## src/rtl/ps2_host_cmd_ctrl_pkg.sv

```systemverilog
// Shared PS/2 byte constants and sequencer state encoding for the host command controller.
package ps2_host_cmd_ctrl_pkg;

   localparam logic [7:0] CMD_SET_LED = 8'hED;
   localparam logic [7:0] RSP_ACK     = 8'hFA;
   localparam logic [7:0] RSP_RESEND  = 8'hFE;
   localparam logic [7:0] CMD_RESET   = 8'hFF;

   typedef enum logic [2:0] {
      ST_IDLE      = 3'd0,
      ST_SEND_CMD  = 3'd1,
      ST_WAIT_ACK1 = 3'd2,
      ST_SEND_ARG  = 3'd3,
      ST_WAIT_ACK2 = 3'd4,
      ST_DONE      = 3'd5,
      ST_ERR       = 3'd6
   } state_t;

   // True for the two keyboard replies the sequencer swallows while waiting.
   function automatic logic is_reply(input logic [7:0] b);
      return (b == RSP_ACK) || (b == RSP_RESEND);
   endfunction

endpackage

```

## src/rtl/ps2_host_cmd_ctrl_ack_timer.sv

```systemverilog
// Reply-wait cycle counter: held at zero while cleared, counts while enabled,
// flags expiry on the TIMEOUT_CYCLES-1 count.
module ps2_host_cmd_ctrl_ack_timer #(
   parameter int unsigned TIMEOUT_CYCLES = 1_000_000
) (
   input  logic clk,
   input  logic rst_n,
   input  logic clr,
   input  logic en,
   output logic expire_c
);

   localparam int unsigned TW = (TIMEOUT_CYCLES > 1) ? $clog2(TIMEOUT_CYCLES) : 1;

   logic [TW-1:0] cnt;

   always_ff @(posedge clk or negedge rst_n) begin
      if (!rst_n)   cnt <= '0;
      else if (clr) cnt <= '0;
      else if (en)  cnt <= cnt + TW'(1);
   end

   assign expire_c = en && (cnt == TW'(TIMEOUT_CYCLES - 1));

endmodule

```

## src/rtl/ps2_host_cmd_ctrl.sv

```systemverilog
// PS/2 host command sequencer: LED updates and single command bytes with ACK/RESEND handling.
// Define PS2_CMD_STATS_EN to enable the saturating aborted-sequence counter on err_cnt.
module ps2_host_cmd_ctrl
   import ps2_host_cmd_ctrl_pkg::*;
#(
   parameter int unsigned TIMEOUT_CYCLES = 1_000_000,
   parameter int unsigned MAX_RETRY      = 3
) (
   input  logic       clk,
   input  logic       rst_n,
   input  logic [2:0] led_state,
   input  logic       cmd_req,
   input  logic [7:0] cmd_byte,
   output logic       cmd_busy,
   output logic       cmd_done,
   output logic       cmd_err,
   output logic [7:0] err_cnt,
   input  logic       rx_valid,
   input  logic [7:0] rx_data,
   output logic       rx_ready,
   output logic       dn_valid,
   output logic [7:0] dn_data,
   input  logic       dn_ready,
   output logic       tx_valid,
   output logic [7:0] tx_data,
   input  logic       tx_ready
);

   localparam int unsigned RW = $clog2(MAX_RETRY + 1);

   state_t        state, state_nxt;
   logic [2:0]    led_shadow, shadow_nxt;
   logic [2:0]    led_lat, lat_nxt;
   logic          is_led, is_led_nxt;
   logic [RW-1:0] retry, retry_nxt;
   logic          tx_valid_nxt, busy_nxt, done_nxt, err_nxt;
   logic [7:0]    tx_data_nxt;
   logic          in_wait, consume, expire_c;

   assign in_wait = (state == ST_WAIT_ACK1) || (state == ST_WAIT_ACK2);
   assign consume = rx_valid && in_wait && is_reply(rx_data);

   // Replies are swallowed only while waiting; everything else passes straight through.
   assign rx_ready = consume ? 1'b1 : dn_ready;
   assign dn_valid = consume ? 1'b0 : rx_valid;
   assign dn_data  = rx_data;

   ps2_host_cmd_ctrl_ack_timer #(
      .TIMEOUT_CYCLES(TIMEOUT_CYCLES)
   ) u_ack_timer (
      .clk     (clk),
      .rst_n   (rst_n),
      .clr     (!in_wait),
      .en      (in_wait),
      .expire_c(expire_c)
   );

   always_comb begin
      state_nxt    = state;
      shadow_nxt   = led_shadow;
      lat_nxt      = led_lat;
      is_led_nxt   = is_led;
      retry_nxt    = retry;
      tx_valid_nxt = tx_valid;
      tx_data_nxt  = tx_data;
      busy_nxt     = cmd_busy;
      done_nxt     = 1'b0;
      err_nxt      = 1'b0;
      case (state)
         ST_IDLE: begin
            busy_nxt     = 1'b0;
            tx_valid_nxt = 1'b0;
            // LED mismatch outranks an explicit command request.
            if (led_state != led_shadow) begin
               state_nxt    = ST_SEND_CMD;
               lat_nxt      = led_state;
               is_led_nxt   = 1'b1;
               retry_nxt    = '0;
               tx_valid_nxt = 1'b1;
               tx_data_nxt  = CMD_SET_LED;
               busy_nxt     = 1'b1;
            end else if (cmd_req) begin
               state_nxt    = ST_SEND_CMD;
               is_led_nxt   = 1'b0;
               retry_nxt    = '0;
               tx_valid_nxt = 1'b1;
               tx_data_nxt  = cmd_byte;
               busy_nxt     = 1'b1;
            end
         end
         ST_SEND_CMD, ST_SEND_ARG: begin
            if (tx_ready) begin
               tx_valid_nxt = 1'b0;
               state_nxt    = (state == ST_SEND_CMD) ? ST_WAIT_ACK1 : ST_WAIT_ACK2;
            end
         end
         ST_WAIT_ACK1, ST_WAIT_ACK2: begin
            if (consume && (rx_data == RSP_ACK)) begin
               if ((state == ST_WAIT_ACK1) && is_led) begin
                  state_nxt    = ST_SEND_ARG;
                  retry_nxt    = '0;
                  tx_valid_nxt = 1'b1;
                  tx_data_nxt  = {5'b0, led_lat};
               end else begin
                  state_nxt = ST_DONE;
                  done_nxt  = 1'b1;
               end
            end else if (consume || expire_c) begin
               // A received RESEND takes precedence over a coincident timeout; both retry.
               if (retry < RW'(MAX_RETRY)) begin
                  retry_nxt    = retry + RW'(1);
                  tx_valid_nxt = 1'b1;
                  state_nxt    = (state == ST_WAIT_ACK1) ? ST_SEND_CMD : ST_SEND_ARG;
               end else begin
                  state_nxt = ST_ERR;
                  err_nxt   = 1'b1;
               end
            end
         end
         ST_DONE: begin
            if (is_led) shadow_nxt = led_lat;
            state_nxt = ST_IDLE;
            busy_nxt  = 1'b0;
         end
         ST_ERR: begin
            shadow_nxt = led_lat;
            state_nxt  = ST_IDLE;
            busy_nxt   = 1'b0;
         end
         default: begin
            state_nxt    = ST_IDLE;
            tx_valid_nxt = 1'b0;
            busy_nxt     = 1'b0;
         end
      endcase
   end

   always_ff @(posedge clk or negedge rst_n) begin
      if (!rst_n) begin
         state      <= ST_IDLE;
         led_shadow <= '0;
         led_lat    <= '0;
         is_led     <= 1'b0;
         retry      <= '0;
         tx_valid   <= 1'b0;
         tx_data    <= '0;
         cmd_busy   <= 1'b0;
         cmd_done   <= 1'b0;
         cmd_err    <= 1'b0;
      end else begin
         state      <= state_nxt;
         led_shadow <= shadow_nxt;
         led_lat    <= lat_nxt;
         is_led     <= is_led_nxt;
         retry      <= retry_nxt;
         tx_valid   <= tx_valid_nxt;
         tx_data    <= tx_data_nxt;
         cmd_busy   <= busy_nxt;
         cmd_done   <= done_nxt;
         cmd_err    <= err_nxt;
      end
   end

`ifdef PS2_CMD_STATS_EN
   always_ff @(posedge clk or negedge rst_n) begin
      if (!rst_n)
         err_cnt <= '0;
      else if ((state_nxt == ST_ERR) && (state != ST_ERR) && (err_cnt != 8'hFF))
         err_cnt <= err_cnt + 8'd1;
   end
`else
   assign err_cnt = 8'h00;
`endif

endmodule
```

## config.mk

```make
export PLATFORM = sky130hd
export DESIGN_NAME = ps2_host_cmd_ctrl
export DESIGN_NICKNAME = d
export VERILOG_FILES = /design/src/rtl/ps2_host_cmd_ctrl_pkg.sv /design/src/rtl/ps2_host_cmd_ctrl_ack_timer.sv /design/src/rtl/ps2_host_cmd_ctrl.sv
export SDC_FILE = /design/constraint.sdc
export NUM_CORES = 1
export LEC_CHECK = 0
export ABC_CLOCK_PERIOD_IN_PS = 2600
export CAP_MARGIN = 20
export CORE_ASPECT_RATIO = 0.9
export CORE_MARGIN = 3
export CORE_UTILIZATION = 40
export DETAILED_ROUTE_END_ITERATION = 10
export GPL_TIMING_DRIVEN = 0
export PLACE_DENSITY = 0.77
export SKIP_CTS_REPAIR_TIMING = 1
export SLEW_MARGIN = 5
export SYNTH_ARGS = -nofsm -noshare
export SYNTH_HDL_FRONTEND = slang
export SYNTH_SLANG_ARGS = --single-unit
```

## constraint.sdc

```tcl
create_clock -name clk -period 2.6 [get_ports clk]
set_clock_uncertainty 0.1 [all_clocks]
set_input_delay 0.26 -clock clk [delete_from_list [all_inputs] [get_ports clk]]
set_output_delay 0.26 -clock clk [all_outputs]
set_load 0.01 [all_outputs]
```

### After elaboration in Yosys (flattened, before gate mapping)

Cells that the tools add are included.

* bits in registers: 44
* bits of input ports: 25
* output and inout bits: 30
* logic and storage cells: 101

* add/sub/neg operators: 2
* $lt $le $gt $ge: 1
* equal/unequal tests: 18
* multiplexer cells: 45
* bitwise operators: 1
* reductions and logical operators: 23

Operators with widths (count)
* 8-bit 2-to-1 mux: 4
* 3-bit 2-to-1 mux: 9
* 20-bit by 1-bit adder with 20-bit output (second input constant): 1
* 20-bit equality test (second input constant): 1
* 20-bit 2-to-1 mux: 1
* 1-bit 2-to-1 mux: 18
* 8-bit equality test (second input constant): 2
* 8-bit one-hot mux with 2 select lines: 1
* 2-bit 2-to-1 mux: 7
* 3-bit != test (second input constant): 4
* 5-bit AND reduction: 2
* 3-bit equality test (second input constant): 3
* 3-bit one-hot mux with 3 select lines: 1
* 2-bit != test (second input constant): 4
* 3-bit by 2-bit equality test with 1-bit output (second input constant): 2
* 3-bit one-hot mux with 2 select lines: 1
* 2-bit AND reduction: 3
* 2-bit nonzero test: 3
* 2-bit OR reduction: 3
* 1-bit logical AND: 5
* 1-bit one-hot mux with 4 select lines: 1
* 2-bit one-hot mux with 2 select lines: 1
* 4-bit AND reduction: 1
* 4-bit OR reduction: 1
* other kinds (9): 11

### Logic depth before layout (Yosys ltp)

Gate-level depths: netlist (run 1).

* word-level depth: 8
* gate-level depth with buffers: 7
* mapped depth without buffers: 6

### Cells and area by module

A second synthesis (run 1) with hierarchy kept.

* cells, all modules: 257
* area, all modules: 2608.8 µm²

By module, submodules not included
* ps2_host_cmd_ctrl: times used 1, cells each 151, area an instance 1544.0 µm², sequential area each 600.6 µm²
* ps2_host_cmd_ctrl_ack_timer: times used 1, cells each 106, area an instance 1064.8 µm², sequential area each 500.5 µm²

### Worst setup path after synthesis (run 1)

No wires, ideal clock.

* kind: reg2reg
* start point: reg u_ack_timer.cnt[13]
* end point: reg retry[0]
* setup time: 0.125 ns
* arrival time: 1.811 ns
* data required time: 2.375 ns
* path slack: 0.564 ns
* stages on the path, launching flop included: 7
* buffers on the path: 0
* clock period less this slack: 2.036 ns
* cells stage by stage: dfrtp_1 nor4b_2 nand4_1 o21ba_2 a21o_1 a211o_1 mux2_4

* word-level cells in the longest chain between the ends: 5

Ends and longest elaborated chain
* from (decl): RTL line ps2_host_cmd_ctrl_ack_timer.sv:15 `logic [TW-1:0] cnt;`
* from (signal assigned): RTL line ps2_host_cmd_ctrl_ack_timer.sv:20 `else if (en) cnt <= cnt + TW'(1);`
* 20-bit equality test: RTL line ps2_host_cmd_ctrl_ack_timer.sv:23 `assign expire_c = en && (cnt == TW'(TIMEOUT_CYCLES - 1));`
* 1-bit logical AND: RTL line ps2_host_cmd_ctrl_ack_timer.sv:23
* 1-bit logical OR: RTL line ps2_host_cmd_ctrl.sv:108 `end else if (consume || expire_c) begin`
* 3-bit != test (no source line)
* 5-bit AND reduction (no source line)
* to (signal assigned): RTL line ps2_host_cmd_ctrl.sv:155 `retry <= retry_nxt;`
* to (decl): RTL line ps2_host_cmd_ctrl.sv:35 `logic [RW-1:0] retry, retry_nxt;`

No other way between the ends.
A chain may end at the register's enable or synchronous reset.

### Final worst setup path (run 1)

* start point: reg state[2]
* end point: out rx_ready

* word-level cells in the longest chain between the ends: 5
* elaborated cells between the ends (all ways): 6
* those cells by class: eq/ne: 2; mux: 1; reduce/logical: 3

Ends and longest elaborated chain
* from (decl): RTL line ps2_host_cmd_ctrl.sv:31 `state_t state, state_nxt;`
* from (signal assigned): RTL line ps2_host_cmd_ctrl.sv:151 `state <= state_nxt;`
* 3-bit by 2-bit equality test with 1-bit output or 3-bit equality test (tied branches): RTL line ps2_host_cmd_ctrl.sv:40 `assign in_wait = (state == ST_WAIT_ACK1) || (state == ST_WAIT_ACK2);`
* 1-bit logical OR (*): RTL line ps2_host_cmd_ctrl.sv:40
* 1-bit logical AND (*) (2 in a row): RTL line ps2_host_cmd_ctrl.sv:41 `assign consume = rx_valid && in_wait && is_reply(rx_data);`
* 1-bit 2-to-1 mux (*): RTL line ps2_host_cmd_ctrl.sv:44 `assign rx_ready = consume ? 1'b1 : dn_ready;`
* to (decl): RTL line ps2_host_cmd_ctrl.sv:20 `output logic rx_ready,`

Every way passes the cells marked *; elsewhere a longest branch is shown, timed or not.

==> impl_metrics.yaml, run 1 <==
setup_path:
  arrival_ns: 2.05
  cp-start-kind: "register"
  critPathMaxFanout: 7
  startpoint: "state[2]$_DFFE_PN0P_"
  critPathKind: "reg2out"
  r2r-start: "u_ack_timer.cnt[13]$_DFF_PN0_"
  worstPathRequired_ns: 2.24
  endpoint_kind: "output pin"
power:
  p_per_area_mw_per_mm2: 800
  ir_drop_v: 0.000476
  p_leak_uw: 0.00135
  p_int_uw: 1570
  power_frac_comb_pct: 41.5
  fin_total_pwr_uw: 2450
  switching_share_pct: 36.0
  clkPwrFrac_pct: 18.3
  switchingPower_uw: 881
  share_seq_of_total_power_pct: 40.3
sta:
  hold_violations: 0
  slew_viol_final: 0
  period_minus_slack_ns: 2.41
  tightest_slew_ns: 0.611
  postLayoutSetupSlackWorst_ns: 0.190
  timing.final.crit_share_pct: 92.7
  rsz0062_at_grt: "no"
  setup_tns_ns: 0
  hold_ws_ns: 0.369
  finalSetupViolations: 0
  slew_headroom_pct: 58.8
  fmax_ghz: 0.415
synthesis:
  synthDistinctLibCells: 42
  synth_warnings: 0
  synth.ff_latch_count: 44
  syn_area_per_cell_um2: 9.57
  syn_area_mm2: 0.00236
  seq_area_frac_synth_pct: 46.6
  synth_cells: 247
grt:
  grt_pass1_wl_um: 8850
  grt_usage_pct: 16.5
  grt_max_degree: 24
  grt_pass1_vias: 1871
  grt_overflow_total: 0
  antenna_found_initial: 0
die:
  num_rows: 25
  die-height_um: 78.9
  dieArea_mm2: 0.00687
  io_pins: 55
  die_w_um: 87.1
  coreArea_mm2: 0.00547
  start_util_pct: 43.2
route:
  drt-total-wl_um: 5070
  viasPerCell: 5.05
  postRouteAntennaNets: 0
  drc: 0
  dr.first_iter.drc_count: 89
  wl_per_cell_um: 13.4
  dr.pass1.iters: 4
  vias: 1904
cells_and_area:
  num_antenna_cells: 0
  final_layout_size_suffix_gt1_share_pct: 12.3
  n_fill_cell: 497
  mostFrequentLayoutCell: "clkdlybuf4s50_1"
  final_cells: 377
  finalNetCount: 336
  layout_common_cells: "45 x clkdlybuf4s50_1, 44 x dfrtp_1, 31 x nor2_1"
  syn2layout_area_growth_pct: 29.5
place:
  port_buffers: 46
  gp_congestion: 0.892
  dpl.cell_count: 368
  place_ws_ns: 0.0232
  dp_hpwl_um: 3790
cts:
  clockRootBuffer: "clkbuf_8"
  cts_sinks: 44
  insertion_delay_ns: 0.30
  cts.clk_slew.worst_paths_ns: 0.08
  cts_buffers: 5
  tritoncts: "built"
  cts_buffer_depth: 2
  ctsHtreeMaxLevel: 2
status:
  status: "finished clean"
min_path:
  hp-class: "in2async"
flow_run:
  max-cap-violations: 0
-- per-stage QoR --
step	cell area [um^2]	util [%]
6_report	3060	55.9
5_1_grt	3060	55.9
4_1_cts	3050	55.7
3_5_place_dp	2960	54.0
3_3_place_gp	2940	53.6
2_1_floorplan	2390	-
-- flip-flops by register name, summed over array words and instances (netlist names) --
name / flops
tx_valid: 1
u_ack_timer.cnt: 20
is_led: 1
tx_data: 8
cmd_done: 1
state: 3
cmd_busy: 1
retry: 2
cmd_err: 1
led_shadow: 3
led_lat: 3
-- cell families (layout without fill, tap and decap cells) --
group / after synthesis / after routing / share of synthesized area, %
simple gates: 106 / 106 / 23.5
other cells: 1 / 8 / 0.159
compound gates: 36 / 36 / 9.63
mux: 9 / 9 / 4.34
buf+inv: 28 / 84 / 6.98
xor+xnor: 21 / 21 / 7.78
fa+ha+maj: 2 / 2 / 1.06
flops: 44 / 44 / 46.6
-- metal layers --
metal  vias up  global-route usage (%)  part of all wire (%)
met5         -                       0                     0
met4         0                    4.98                  0.87
met3         2                    5.19                   7.3
met2        59                    25.6                    46
met1       888                    22.0                    46
li1        955                       -                     -
-- power by group through the flow --
stage	Combinational, uW	Clock (uW)	Sequential, uW
floorplan	606	0	1000
global placement	991	0	986
detailed placement	1020	0	992
CTS	1020	455	984
global route	1140	485	1010
finish	1020	447	986
-- synth_stat cells, drive strengths merged --
master	instances	area share (%)
and3b	1	0.37
a211o	1	0.37
nand4	6	1.6
and2	3	0.79
o21a	1	0.32
xor2	14	5.2
nand2b	3	0.79
ha	2	1.1
mux2	7	3.5
and3	7	1.9
o2111ai	1	0.37
o31ai	1	0.32
or4	1	0.32
nor2	31	4.9
nand2	21	3.3
o21ba	1	0.42
or3	3	0.79
o211ai	1	0.32
or2	1	0.26
inv	2	0.32
clkbuf	10	1.6
and4	3	1.1
nor3b	3	0.95
dfrtp	44	47
nor4b	2	1.3
mux2i	2	0.85
a21o	6	1.9
a221oi	1	0.37
or3b	2	0.74
a21oi	5	1.1
nand3	12	2.5
nor3	6	1.5
nand4b	1	0.37
o21ai	16	3.4
conb	1	0.16
xnor2	7	2.6
a2111o	1	0.48
a21boi	1	0.32
buf	16	5.1
-- area by class of cell --
class | instances | area (um^2) | share of cell area, %
inverter | 2 | 7.51 | 0.245
tap | 67 | 83.8 | 2.74
clock buffer | 8 | 90.1 | 2.94
multi-input combinational | 182 | 1130 | 36.9
buffer | 26 | 158 | 5.15
timing repair buffer | 48 | 493 | 16.1
sequential | 44 | 1100 | 36.0
-- critical path, cell delays in order, from the launching register on --
cell and delay (ns):
dfrtp_1 0.47, nand2b_1 0.24, a21oi_2 0.36, a21o_1 0.17, clkdlybuf4s50_1 0.53
-- final timing paths --
check                           slack (ns)  cells after the start                           end
worst max-delay path                  0.19                      4                      rx_ready
worst min-delay path                  0.37                      2        led_lat[0]$_DFFE_PN0P_
worst max register to register        0.37                      6          retry[0]$_DFFE_PN0P_
worst min register to register        0.39                      2        tx_data[6]$_DFFE_PN0P_
max in group asynchronous             1.52                      3  u_ack_timer.cnt[8]$_DFF_PN0_
min in group clk                      0.39                      2        tx_data[6]$_DFFE_PN0P_
No activity file was read; power rests on OpenSTA's default activity.
==> run 2: changes to the inputs <==
Settings changed: HOLD_SLACK_MARGIN from default to 0.02.
==> results of run 2 <==
Same layout as run 1: the final DEF is identical, and so are final timing and power.
